[config.mk]
export PLATFORM = sky130hd
export DESIGN_NAME = fetch_unit
export DESIGN_NICKNAME = d
export VERILOG_FILES = /design/src/rtl/fetch_pkg.sv /design/src/rtl/if_id_reg.sv /design/src/rtl/fetch_unit.sv
export SDC_FILE = /design/constraint.sdc
export NUM_CORES = 1
export LEC_CHECK = 0
export ABC_AREA = 1
export CAP_MARGIN = 20
export CORE_MARGIN = 3
export CORE_UTILIZATION = 35
export CTS_CLUSTER_DIAMETER = 200
export DETAILED_ROUTE_END_ITERATION = 10
export SLEW_MARGIN = 20
export SYNTH_ARGS = -nofsm -noshare
export SYNTH_HDL_FRONTEND = slang
export SYNTH_SLANG_ARGS = --single-unit
[constraint.sdc]
create_clock -name clk -period 2.1 [get_ports clk]
set_input_delay 0.21 -clock clk [delete_from_list [all_inputs] [get_ports clk]]
set_output_delay 0.21 -clock clk [all_outputs]
set_load 0.03 [all_outputs]
[src/rtl/fetch_pkg.sv]
// Shared types and constants for the instruction-fetch stage.
package fetch_pkg;

    typedef enum logic [1:0] {
        ST_BOOT = 2'd0,
        ST_RUN  = 2'd1,
        ST_HALT = 2'd2
    } fetch_state_t;

    localparam logic [31:0] NOP_INSTR        = 32'h0000_0000;
    localparam logic [31:0] DEFAULT_RESET_PC = 32'h0000_0000;

    // 32-bit modulo increment; 32'hFFFF_FFFC wraps to 0 with no flag.
    function automatic logic [31:0] pc_plus4(input logic [31:0] pc);
        return pc + 32'd4;
    endfunction

endpackage

[src/rtl/if_id_reg.sv]
// IF/ID pipeline register: bubble has priority over load, otherwise hold.
module if_id_reg
    import fetch_pkg::*;
(
    input  logic        clk,
    input  logic        reset,
    input  logic        load,
    input  logic        bubble,
    input  logic [31:0] instr_d,
    input  logic [31:0] pc4_d,
    output logic [31:0] if_id_instr,
    output logic [31:0] if_id_pc4,
    output logic        if_id_valid
);

    logic [31:0] instr_p1;
    logic [31:0] pc4_p1;
    logic        vld_p1;

    // IF -> ID boundary
    always_ff @(posedge clk) begin
        if (reset || bubble) begin
            instr_p1 <= NOP_INSTR;
            pc4_p1   <= 32'h0000_0000;
            vld_p1   <= 1'b0;
        end else if (load) begin
            instr_p1 <= instr_d;
            pc4_p1   <= pc4_d;
            vld_p1   <= 1'b1;
        end
    end

    assign if_id_instr = instr_p1;
    assign if_id_pc4   = pc4_p1;
    assign if_id_valid = vld_p1;

endmodule

[src/rtl/fetch_unit.sv]
// Instruction-fetch stage: PC, BOOT/RUN/HALT control, IF/ID register and fetch counter.
// Define FETCH_DELAY_SLOT_EN to keep the branch delay-slot instruction on redirect.
module fetch_unit
    import fetch_pkg::*;
#(
    parameter logic [31:0] RESET_PC = DEFAULT_RESET_PC,
    parameter int          CNT_W    = 32
) (
    input  logic             clk,
    input  logic             reset,
    input  logic             stall,
    input  logic             flush,
    input  logic             redirect_valid,
    input  logic [31:0]      redirect_target,
    input  logic             halt,
    output logic [31:0]      read_address,
    input  logic [31:0]      instruction,
    output logic [31:0]      if_id_instr,
    output logic [31:0]      if_id_pc4,
    output logic             if_id_valid,
    output logic [CNT_W-1:0] fetch_count,
    output logic             halted
);

    localparam logic [31:0] BOOT_PC = RESET_PC & 32'hFFFF_FFFC;

    fetch_state_t     state, state_next;
    logic [31:0]      pc_p0;
    logic [31:0]      pc4;
    logic [31:0]      pc_next;
    logic             ifid_load;
    logic             ifid_bubble;
    logic [CNT_W-1:0] count_q;

    assign pc4 = pc_plus4(pc_p0);

    always_ff @(posedge clk) begin
        if (reset) state <= ST_BOOT;
        else       state <= state_next;
    end

    always_comb begin
        state_next = state;
        case (state)
            ST_BOOT: state_next = ST_RUN;
            ST_RUN:  state_next = halt ? ST_HALT : ST_RUN;
            ST_HALT: state_next = ST_HALT;
            default: state_next = ST_BOOT;
        endcase
    end

    // RUN priority: halt > redirect > stall > flush > normal fetch.
    always_comb begin
        pc_next     = pc_p0;
        ifid_load   = 1'b0;
        ifid_bubble = 1'b0;
        case (state)
            ST_RUN: begin
                if (halt) begin
                    ifid_bubble = 1'b1;
                end else if (redirect_valid) begin
                    pc_next = redirect_target & 32'hFFFF_FFFC;
`ifdef FETCH_DELAY_SLOT_EN
                    ifid_load = 1'b1;
`else
                    ifid_bubble = 1'b1;
`endif
                end else if (stall) begin
                    pc_next = pc_p0;
                end else if (flush) begin
                    pc_next     = pc4;
                    ifid_bubble = 1'b1;
                end else begin
                    pc_next   = pc4;
                    ifid_load = 1'b1;
                end
            end
            default: ifid_bubble = 1'b1;
        endcase
    end

    // PC stage boundary
    always_ff @(posedge clk) begin
        if (reset) pc_p0 <= BOOT_PC;
        else       pc_p0 <= pc_next;
    end

    always_ff @(posedge clk) begin
        if (reset)          count_q <= '0;
        else if (ifid_load) count_q <= count_q + CNT_W'(1);
    end

    if_id_reg u_if_id (
        .clk         (clk),
        .reset       (reset),
        .load        (ifid_load),
        .bubble      (ifid_bubble),
        .instr_d     (instruction),
        .pc4_d       (pc4),
        .if_id_instr (if_id_instr),
        .if_id_pc4   (if_id_pc4),
        .if_id_valid (if_id_valid)
    );

    assign read_address = pc_p0;
    assign fetch_count  = count_q;
    assign halted       = (state == ST_HALT);

endmodule
==> insert_results.sql, run 1 <==
INSERT INTO impl_metrics (metric_group, metric, value, unit) VALUES
('detailed_routing', 'avgRoutedWirePerCell', '15.0', 'µm'),
('sta', 'achievable_clock_frequency', '544', 'MHz'),
('placed_design', 'pre_cts_ws', '130', 'ps'),
('sta', 'slew_viol_final', '0', ''),
('worst_setup_path', 'crit_start', 'read_address[26]', ''),
('global_routing', 'first_global_vias', '6399', ''),
('finish', 'layoutNonFillerInstCount', '1395', ''),
('floorplanning', 'initial_core_util', '36.4', '%'),
('sta', 'fin_setup_tns', '0', 'ps'),
('sta', 'pin_slew_with_the_least_headroom_to_its_limit', '593', 'ps'),
('floorplanning', 'design.core.area', '0.0176', 'mm²'),
('sta', 'finalSetupViolations', '0', ''),
('cts', 'post_cts_buffers', '0', ''),
('worst_setup_path', 'worst_r2r_startpoint', 'read_address[2]', ''),
('yosys', 'synth_top_area_share', '39.7', '%'),
('cts', 'postCtsHoldBufs', '0', ''),
('placed_design', 'gpl.final_weighted_congestion', '0.833', ''),
('floorplanning', 'die_x', '141', 'µm'),
('power_and_ir_drop', 'power', '6.40', 'mW'),
('worst_setup_path', 'timing.critical_path.fanout_max', '7', ''),
('yosys', 'synth_ff_type', 'sky130_fd_sc_hd__dfxtp_1', ''),
('power_and_ir_drop', 'power_density', '692', 'mW/mm²'),
('global_routing', 'grt_remaining_overflow', '0', ''),
('placed_design', 'place_inst', '1363', ''),
('placed_design', 'place_hpwl', '15000', 'µm'),
('finish', 'layout-drive-gt1-share', '8.29', '%'),
('yosys', 'post-synth-top-count-cell', 'sky130_fd_sc_hd__nand2_1', ''),
('worst_setup_path', 'timing.critical_path.buf_inv', '1', ''),
('worst_setup_path', 'worst_setup_path_start_kind', 'register', ''),
('worst_setup_path', 'crit_arrival', '1630', 'ps'),
('detailed_routing', 'drt_drc_violations_left', '0', ''),
('sta', 'setup_slack', '261', 'ps'),
('yosys', 'yosys_warnings', '0', ''),
('global_routing', 'wire_length_of_the_first_global_routing_pass', '33700', 'µm'),
('yosys', 'synth_commonest_cells', 'sky130_fd_sc_hd__nand2_1 (298), sky130_fd_sc_hd__nor2_1 (144), sky130_fd_sc_hd__dfxtp_1 (127)', ''),
('floorplanning', 'fp.dieArea', '0.0200', 'mm²'),
('cts', 'root_buffer_cell', 'sky130_fd_sc_hd__clkbuf_16', ''),
('finish', 'n_antenna_cell', '0', ''),
('worst_setup_path', 'worst-endpoint-required', '1890', 'ps'),
('global_routing', 'global_route.usage.total', '21.1', '%'),
('detailed_routing', 'ant_nets', '0', ''),
('cts', 'cts.clk_slew.worst_paths', '60', 'ps'),
('yosys', 'synth-seq-cells', '127', ''),
('detailed_routing', 'via_per_inst', '4.79', ''),
('yosys', 'ys_async_sr_fraction', '0', '%'),
('worst_setup_path', 'cpPeakStageDelay', '760', 'ps'),
('cts', 'tritoncts', 'done', ''),
('cts', 'cts_resized', '0', ''),
('floorplanning', 'die_y', '141', 'µm'),
('detailed_routing', 'detail_route.iter0.violations', '428', ''),
('detailed_routing', 'dr_total_vias', '6676', ''),
('yosys', 'sequential_to_total_area_share_from_yosys_stat', '39.7', '%'),
('hold_path', 'worstHoldStart', 'instruction[30]', ''),
('global_routing', 'grt_antenna_before_repair', '2', ''),
('sta', 'rsz0062_at_grt', 'false', ''),
('yosys', 'syn_area', '0.00641', 'mm²'),
('finish', 'final_area', '0.00926', 'mm²'),
('yosys', 'yosysUniqueCellTypes', '36', ''),
('finish', 'area_delta_synth_final', '44.4', '%'),
('cts', 'max-clock-path-buffers', '2', ''),
('yosys', 'synth_area_leaders', 'sky130_fd_sc_hd__dfxtp_1 (40%), sky130_fd_sc_hd__nand2_1 (17%), sky130_fd_sc_hd__nor2_1 (8.4%)', ''),
('placed_design', 'detailed_place.area', '0.00860', 'mm²'),
('cts', 'cts_htree_levels', '4', ''),
('yosys', 'synth_enable_flop_cells', '0', ''),
('sta', 'post-route-min-period', '1840', 'ps'),
('status', 'outcome', 'finished, final reports clean', ''),
('sta', 'final-hold-violation-count', '0', ''),
('sta', 'fin_worst_skew', '10.5', 'ps'),
('cts', 'numCtsBuffers', '17', ''),
('detailed_routing', 'firstDrtPassIters', '4', ''),
('floorplanning', 'io-pin-count', '200', '');
==> final timing paths <==
check / end / slack, ps / cells after the start
max: read_address[26] / 260 / 1
min: u_if_id.if_id_instr[30] / 340 / 3
max reg2reg: u_if_id.if_id_pc4[26] / 360 / 10
min reg2reg: u_if_id.if_id_instr[25] / 460 / 2
==> state kept, by name, summed over array words and instances, names as in the netlist <==
register	cells
state	2
fetch_count	32
u_if_id.if_id_instr	32
u_if_id.if_id_valid	1
u_if_id.if_id_pc4	30
read_address	30
==> final cells by class <==
type	count	area, µm²
clock buffers	18	439
fillers	1756	8340
clock inverters	14	213
multi-input cells	716	3350
repair buffers	213	2120
flip-flops and latches	127	2540
well taps	225	282
inverters	82	308
==> routing by layer <==
| layer | GRT usage (%) | share of wire [%] | up-vias |
|---|---|---|---|
| met5 | 0 | 0.062 | - |
| met4 | 6.37 | 1.4 | 2 |
| met3 | 5.97 | 6.7 | 20 |
| met2 | 34.5 | 48 | 174 |
| met1 | 27.1 | 44 | 3036 |
| li1 | - | - | 3444 |
==> logic make-up after synthesis <==
| group | after synthesis | share of synthesized area [%] |
|---|---|---|
| adder cells (fa/ha/maj) | 2 | 0.390 |
| AND/OR/NAND/NOR | 510 | 33.4 |
| XOR/XNOR | 19 | 2.60 |
| AO/OA/AOI/OAI | 181 | 15.7 |
| buffers and inverters | 125 | 8.27 |
| flip-flops | 127 | 39.7 |
| other | 1 | 0.0585 |
==> per-stage QoR <==
stage,utilization (%),hold WS (ps)
3_3_place_gp,48.9,449
6_report,52.6,343
5_1_grt,52.6,352
4_1_cts,52.6,330
2_1_floorplan,-,357
3_5_place_dp,48.9,454
==> placed cells by master (no fill, tap or decap), types with 2 or more instances in the layout <==
cell,n
sky130_fd_sc_hd__nand2_1,297
sky130_fd_sc_hd__xnor2_1,7
sky130_fd_sc_hd__inv_6,2
sky130_fd_sc_hd__buf_12,3
sky130_fd_sc_hd__clkinv_4,2
sky130_fd_sc_hd__nand2_2,3
sky130_fd_sc_hd__a21oi_1,87
sky130_fd_sc_hd__nand3b_1,7
sky130_fd_sc_hd__nor2_2,3
sky130_fd_sc_hd__nand3_1,23
sky130_fd_sc_hd__a31oi_1,5
sky130_fd_sc_hd__bufinv_16,5
sky130_fd_sc_hd__dfxtp_1,127
sky130_fd_sc_hd__clkinv_2,4
sky130_fd_sc_hd__conb_1,4
sky130_fd_sc_hd__xor2_1,12
sky130_fd_sc_hd__nor3_1,6
sky130_fd_sc_hd__clkdlybuf4s50_1,193
sky130_fd_sc_hd__nor2_1,144
sky130_fd_sc_hd__inv_2,4
sky130_fd_sc_hd__a21oi_2,20
sky130_fd_sc_hd__o21ai_0,59
sky130_fd_sc_hd__nor3b_1,2
sky130_fd_sc_hd__nand4_1,8
sky130_fd_sc_hd__nor2_4,9
sky130_fd_sc_hd__ha_1,2
sky130_fd_sc_hd__and2_1,2
sky130_fd_sc_hd__o21ai_1,7
sky130_fd_sc_hd__clkbuf_16,17
sky130_fd_sc_hd__inv_1,78
sky130_fd_sc_hd__nor3_2,2
sky130_fd_sc_hd__buf_4,17
==> report_power, final <==
group	switching, mW	total, mW	leakage (nW)	internal (mW)
Combinational	0.319	0.578	2.08	0.259
Sequential	0.0663	2.52	1.03	2.45
Clock	1.16	3.30	0.320	2.14
Total	1.55	6.40	3.43	4.85
Power figures use the tool's default switching activity.
==> inputs of run 2 (changes only) <==
Settings changed: PLACE_DENSITY set to 0.67.
==> run 2 against run 1 <==
Net effect: clock skew fell by 2.2 ps; register-to-register slack got worse by 30 ps; clock-buffer cell count fell by 1; die area did not move; non-clock buffer count fell by 3; cell count fell by 0.22%; critical endpoint is now halted; largest cell class unchanged; largest power group unchanged; highest routed layer is now met4.
==> insert_results.sql, run 2 (synthesis results as in run 1) <==
INSERT INTO impl_metrics (metric_group, metric, value, unit) VALUES
('placed_design', 'gpl.final_weighted_congestion', '0.896', ''),
('detailed_routing', 'drt_drc_violations_left', '0', ''),
('cts', 'clkSinkCount', '127', ''),
('detailed_routing', 'ant_nets', '0', ''),
('floorplanning', 'design.core.area', '0.0176', 'mm²'),
('cts', 'root_buffer_cell', 'sky130_fd_sc_hd__clkbuf_16', ''),
('worst_setup_path', 'cp_top_family', 'buffers and inverters', ''),
('finish', 'area_delta_synth_final', '42.9', '%'),
('power_and_ir_drop', 'total_leakage_power', '3.35', 'nW'),
('worst_setup_path', 'worst_r2r_startpoint', 'fetch_count[1]', ''),
('sta', 'achievable_clock_frequency', '543', 'MHz'),
('finish', 'final_common_cell', 'sky130_fd_sc_hd__nand2_1', ''),
('floorplanning', 'io-pin-count', '200', ''),
('floorplanning', 'die_y', '141', 'µm'),
('cts', 'cts.clk_slew.worst_paths', '60', 'ps'),
('sta', 'finalSetupViolations', '0', ''),
('worst_setup_path', 'timing.critical_path.buf_inv', '2', ''),
('detailed_routing', 'detail_route.iter0.violations', '338', ''),
('worst_setup_path', 'critical_register_to_register_path_endpoint', 'fetch_count[12]', ''),
('global_routing', 'grt_antenna_before_repair', '0', ''),
('finish', 'register_area', '0.00254', 'mm²'),
('worst_setup_path', 'timing.reg2reg.setup_slack', '330', 'ps'),
('cts', 'tritoncts', 'done', ''),
('cts', 'cts_resized', '0', ''),
('worst_setup_path', 'critical_path.cell_chain', 'inv_1 -> nor2_1 -> clkdlybuf4s50_1', ''),
('cts', 'worstSkewPairLatency', '420', 'ps'),
('cts', 'postCtsHoldBufs', '0', ''),
('sta', 'min_period_over_period', '87.7', '%'),
('hold_path', 'worstHoldEndpoint', 'u_if_id.if_id_instr[25]', ''),
('global_routing', 'grt_remaining_overflow', '0', ''),
('worst_setup_path', 'timing.critical_path.fanout_max', '3', ''),
('hold_path', 'hp-class', 'input port to register', ''),
('worst_setup_path', 'worst-endpoint-required', '1890', 'ps'),
('power_and_ir_drop', 'ir_drop', '0.592', 'mV'),
('hold_path', 'worstHoldStart', 'instruction[25]', ''),
('worst_setup_path', 'end_kind', 'output pin', ''),
('sta', 'fin_setup_tns', '0', 'ps'),
('sta', 'pin_slew_with_the_least_headroom_to_its_limit', '549', 'ps'),
('detailed_routing', 'dr_total_vias', '6655', ''),
('status', 'outcome', 'finished, final reports clean', ''),
('finish', 'layout.cells.most_common_list', 'sky130_fd_sc_hd__nand2_1 (297), sky130_fd_sc_hd__clkdlybuf4s50_1 (193), sky130_fd_sc_hd__nor2_1 (144)', ''),
('sta', 'slew_viol_final', '0', ''),
('finish', 'layoutNonFillerInstCount', '1392', ''),
('sta', 'fin_worst_skew', '8.26', 'ps'),
('global_routing', 'global_route.usage.total', '20.5', '%'),
('finish', 'multiInputGateArea', '0.00335', 'mm²'),
('sta', 'final-hold-violation-count', '0', ''),
('sta', 'post-route-min-period', '1840', 'ps'),
('cts', 'numCtsBuffers', '17', ''),
('floorplanning', 'fp.dieArea', '0.0200', 'mm²'),
('placed_design', 'port_buffers', '193', ''),
('run', 'maxCapViolCount', '0', ''),
('detailed_routing', 'drt-total-wl', '20500', 'µm'),
('global_routing', 'wire_length_of_the_first_global_routing_pass', '32900', 'µm'),
('placed_design', 'place_inst', '1360', ''),
('floorplanning', 'die_x', '141', 'µm'),
('global_routing', 'maximum_number_of_pins_on_one_net_before_global_route_repair', '63', ''),
('global_routing', 'first_global_vias', '6295', ''),
('cts', 'cts_htree_levels', '4', ''),
('worst_setup_path', 'worst_setup_path_start_kind', 'register', ''),
('power_and_ir_drop', 'power_density', '647', 'mW/mm²'),
('finish', 'fillcell_total', '1732', ''),
('detailed_routing', 'firstDrtPassIters', '5', ''),
('worst_setup_path', 'cpPeakStageDelay', '670', 'ps'),
('sta', 'rsz0062_at_grt', 'false', ''),
('detailed_routing', 'avgRoutedWirePerCell', '14.7', 'µm'),
('floorplanning', 'initial_core_util', '36.4', '%'),
('sta', 'worst_slew_margin_relative_to_its_limit', '63.4', '%'),
('cts', 'post_cts_buffers', '0', ''),
('worst_setup_path', 'crit_arrival', '1630', 'ps'),
('finish', 'layout-drive-gt1-share', '8.05', '%'),
('finish', 'finalNetCount', '1226', ''),
('worst_setup_path', 'count_of_cells_along_the_worst_register_to_register_path', '7', ''),
('floorplanning', 'number_of_placement_rows', '48', ''),
('worst_setup_path', 'ws_path_type', 'register to output pin', ''),
('placed_design', 'detailed_place.area', '0.00859', 'mm²'),
('hold_path', 'min_delay_path_depth', '3', ''),
('finish', 'final_area', '0.00916', 'mm²'),
('finish', 'n_antenna_cell', '0', ''),
('cts', 'max-clock-path-buffers', '2', ''),
('worst_setup_path', 'crit_path_top_delay_cell', 'sky130_fd_sc_hd__clkdlybuf4s50_1', ''),
('detailed_routing', 'via_per_inst', '4.78', ''),
('placed_design', 'place_hpwl', '14900', 'µm');
==> run 2: final cells by class <==
type	instances	area share, %
Timing Repair Buffer	210	23.0
Clock inverter	15	1.53
Inverter	82	3.36
Clock buffer	17	4.64
Sequential cell	127	27.8
Tap cell	225	3.07
Multi-Input combinational cell	716	36.6
==> run 2: how the worst max path moves through the flow <==
stage | start | endpoint | cells after the start
after global placement | redirect_valid | fetch_count[18] | 9
after global routing | fetch_count[1] | fetch_count[24] | 8
final | state[1] | halted | 3
after floorplan | read_address[2] | u_if_id.if_id_pc4[26] | 10
after CTS | state[1] | halted | 3
after detailed placement | redirect_valid | fetch_count[18] | 9
==> run 2: worst register-to-register path, stage by stage (launching register included) <==
cell	delay, ps
sky130_fd_sc_hd__dfxtp_1	430
sky130_fd_sc_hd__ha_1	250
sky130_fd_sc_hd__inv_1	70
sky130_fd_sc_hd__nor2_1	180
sky130_fd_sc_hd__nand4_1	220
sky130_fd_sc_hd__nor3_1	280
sky130_fd_sc_hd__xor2_1	180
sky130_fd_sc_hd__nor2_1	50
==> run 2: per-layer routing <==
metal  wire, µm  GRT usage, %  vias up
met1       8930          25.6     3017
met3       1270          6.61       23
met5          0             0        -
met4        353          5.61        0
met2       9960          34.0      177
li1           -             -     3438
==> run 2: where the power goes <==
group / total (mW) / internal [mW] / switching (mW)
clock network: 2.82 / 1.63 / 1.19
logic: 0.579 / 0.261 / 0.318
registers: 2.52 / 2.45 / 0.0655
==> run 2: metrics by stage <==
step	utilization [%]	total power [mW]	hold slack (ps)	setup slack, ps
5_1_grt	52.0	6.15	344	153
3_3_place_gp	48.8	3.15	448	146
3_5_place_dp	48.8	3.15	452	111
6_report	52.0	5.92	347	259
4_1_cts	52.0	5.98	335	237
2_1_floorplan	-	2.85	357	376
==> RTL edit: new RTL, settings of run 1 <==
The 3 states of `fetch_state_t` get a one-hot encoding in 3 bits.
--- a/src/rtl/fetch_pkg.sv
+++ b/src/rtl/fetch_pkg.sv
@@ -1,10 +1,10 @@
 // Shared types and constants for the instruction-fetch stage.
 package fetch_pkg;
 
-    typedef enum logic [1:0] {
-        ST_BOOT = 2'd0,
-        ST_RUN  = 2'd1,
-        ST_HALT = 2'd2
+    typedef enum logic [2:0] {
+        ST_BOOT = 3'b001,
+        ST_RUN  = 3'b010,
+        ST_HALT = 3'b100
     } fetch_state_t;
 
     localparam logic [31:0] NOP_INSTR        = 32'h0000_0000;
Behaviour: no difference found for any inputs over 4 cycles, from zero or initial values and one cycle with reset high; so few cycles prove little.
==> RTL edit against run 1 <==
Die area is 2.8% higher. Wire length increased by 1.0%. Non-clock buffer count fell by 1. Sequential cell count is 1 higher. Power shrank 6.3%. Area after synthesis grew 2.9%. Sequential share of layout area hardly changed. Largest power group unchanged. Utilization is 1.3 points lower. Final cell count grew 2.2%. Count of clock-buffer cells in the layout grew 1. Worst hold slack better by 1.7 ps. Combinational power fell by 25%. Cell area grew 0.95%. Setup slack lost 67 ps.
==> RTL edit: results (changes against run 1) <==
status finished, final reports clean (unchanged); hold slack 344 ps (was 343 ps); min-delay src instruction[23] (was instruction[30]); largest net degree at the start of global routing 51 (was 59); post-detail-place hpwl 15,400 um (was 15,000 um); VDD IR max 0.566 mV (was 0.587 mV); vias in the first global route 6,480 (was 6,399); Worst Clk Skew 6.60 ps (was 10.5 ps); worst reg2reg setup slack 260 ps (was 360 ps); GR Util All Layers 20.7% (was 21.1%); via count 6,825 (was 6,676); Crit-path slowest cell dlygate4sd2_1 (was clkdlybuf4s50_1); number of fillers in the final layout 1,836 (was 1,756); initial DRC count 303 (was 428); GPL Wtd Cong 0.882 (was 0.833); Routed WL per cell 14.9 um (was 15.0 um); Commonest cells post-synth 284 x nand2_1, 158 x nor2_1, 128 x dfxtp_1 (was 298 x nand2_1, 144 x nor2_1, 127 x dfxtp_1); relative slew slack 63.4% (was 60.4%); synth top area cells dfxtp_1 39%, nand2_1 16%, nor2_1 9.0%, a21oi_1 7.0%, inv_1 5.0% (was dfxtp_1 40%, nand2_1 17%, nor2_1 8.4%, a21oi_1 6.8%, o21ai_0 4.6%); first-pass GRT wire length 33,700 um (about the same); Crit Path Max Fanout 3 (was 7); first drt pass iteration count 5 (was 4); post-synthesis sequential area ratio 38.8% (was 39.7%); initial antenna violation count 3 (was 2); WHS Endpoint u_if_id.if_id_instr[23]$_SDFFE_PP0P_ (was u_if_id.if_id_instr[30]$_SDFFE_PP0P_); CP arrival 1700 ps (was 1630 ps); CP max stage delay 470 ps (was 760 ps); # nets final 1,253 (was 1,229); static leakage 3.45 nW (was 3.43 nW)
## RTL edit: cell types whose count changed in the layout (fill, tap and decap cells not counted), moves of 3 or more
cell / before / now
o21ai_1: 7 / 24
o21ai_0: 59 / 51
nand3_1: 23 / 28
nor2_1: 144 / 158
a31oi_1: 5 / 1
nor2_2: 3 / 9
inv_1: 78 / 88
a21oi_1: 87 / 92
nand2_1: 297 / 284
nand3_2: 1 / 4
xor2_1: 12 / 9
a21oi_2: 20 / 10
## RTL edit: cell families after synthesis
kind of cell    after synthesis  share of synthesized area, %
simple gates                525                          33.9
compound gates              184                          14.8
buf+inv                     136                          9.52
flops                       128                          38.8
xor+xnor                     17                          2.48
fa+ha+maj                     2                         0.379
other cells                   1                        0.0568
## RTL edit: repair_timing
item | 4_1_cts | 5_1_grt
resized for setup | 1 | 0
hold endpoints to repair | 0 | 0
setup buffers | 0 | 0
hold buffers | 0 | 0
setup endpoints to repair | 1 | 0
## RTL edit: layer usage
layer  vias up  wire [um]  track usage, %
li1       3519          -               -
met1      3073       9100            25.3
met2       207      10000            34.2
met3        22       1720            7.69
met4         4        312            6.24
met5         -         21               0
## RTL edit: through the flow
stage | cells | worst slack (ps) | area, um^2
2_1_floorplan | 996 | 380 | 6610
3_3_place_gp | 1391 | 148 | 8730
3_5_place_dp | 1391 | 145 | 8730
4_1_cts | 1423 | 211 | 9340
5_1_grt | 1424 | 81.9 | 9340
6_report | 1425 | 194 | 9340
## RTL edit: cell type report
class / instances / area share (%)
antenna: 2 / 0.0536
clock buffer: 19 / 4.74
clock inverter: 13 / 1.74
inverter: 90 / 3.62
multi-input combinational: 732 / 36.6
sequential: 128 / 27.4
tap: 229 / 3.07
timing repair buffer: 212 / 22.7
## RTL edit: worst max-delay path by stage
stage | slack (ps) | depth (start not counted) | to | from
after floorplan | 380 | 10 | u_if_id.if_id_pc4[26]$_SDFFE_PP0P_ | read_address[2]$_SDFFE_PP0P_
after CTS | 210 | 3 | halted | state[2]$_SDFF_PP0_
after global placement | 150 | 10 | fetch_count[28]$_SDFFE_PP0P_ | stall
after global routing | 80 | 10 | u_if_id.if_id_pc4[26]$_SDFFE_PP0P_ | read_address[2]$_SDFFE_PP0P_
final | 190 | 3 | halted | state[2]$_SDFF_PP0_
after detailed placement | 150 | 10 | fetch_count[28]$_SDFFE_PP0P_ | flush
## RTL edit: critical path: cells and delay by family (launching register included)
kind,cells,cell delay (ps)
buf+inv,2,550
simple gates,1,440
flops,1,300
## RTL edit: where the power goes
group	switching [W]	internal, W	total [W]
clock	0.00116	0.00190	0.00306
combinational	0.000229	0.000207	0.000436
sequential	0.0000438	0.00246	0.00250
total	0.00143	0.00457	0.00600
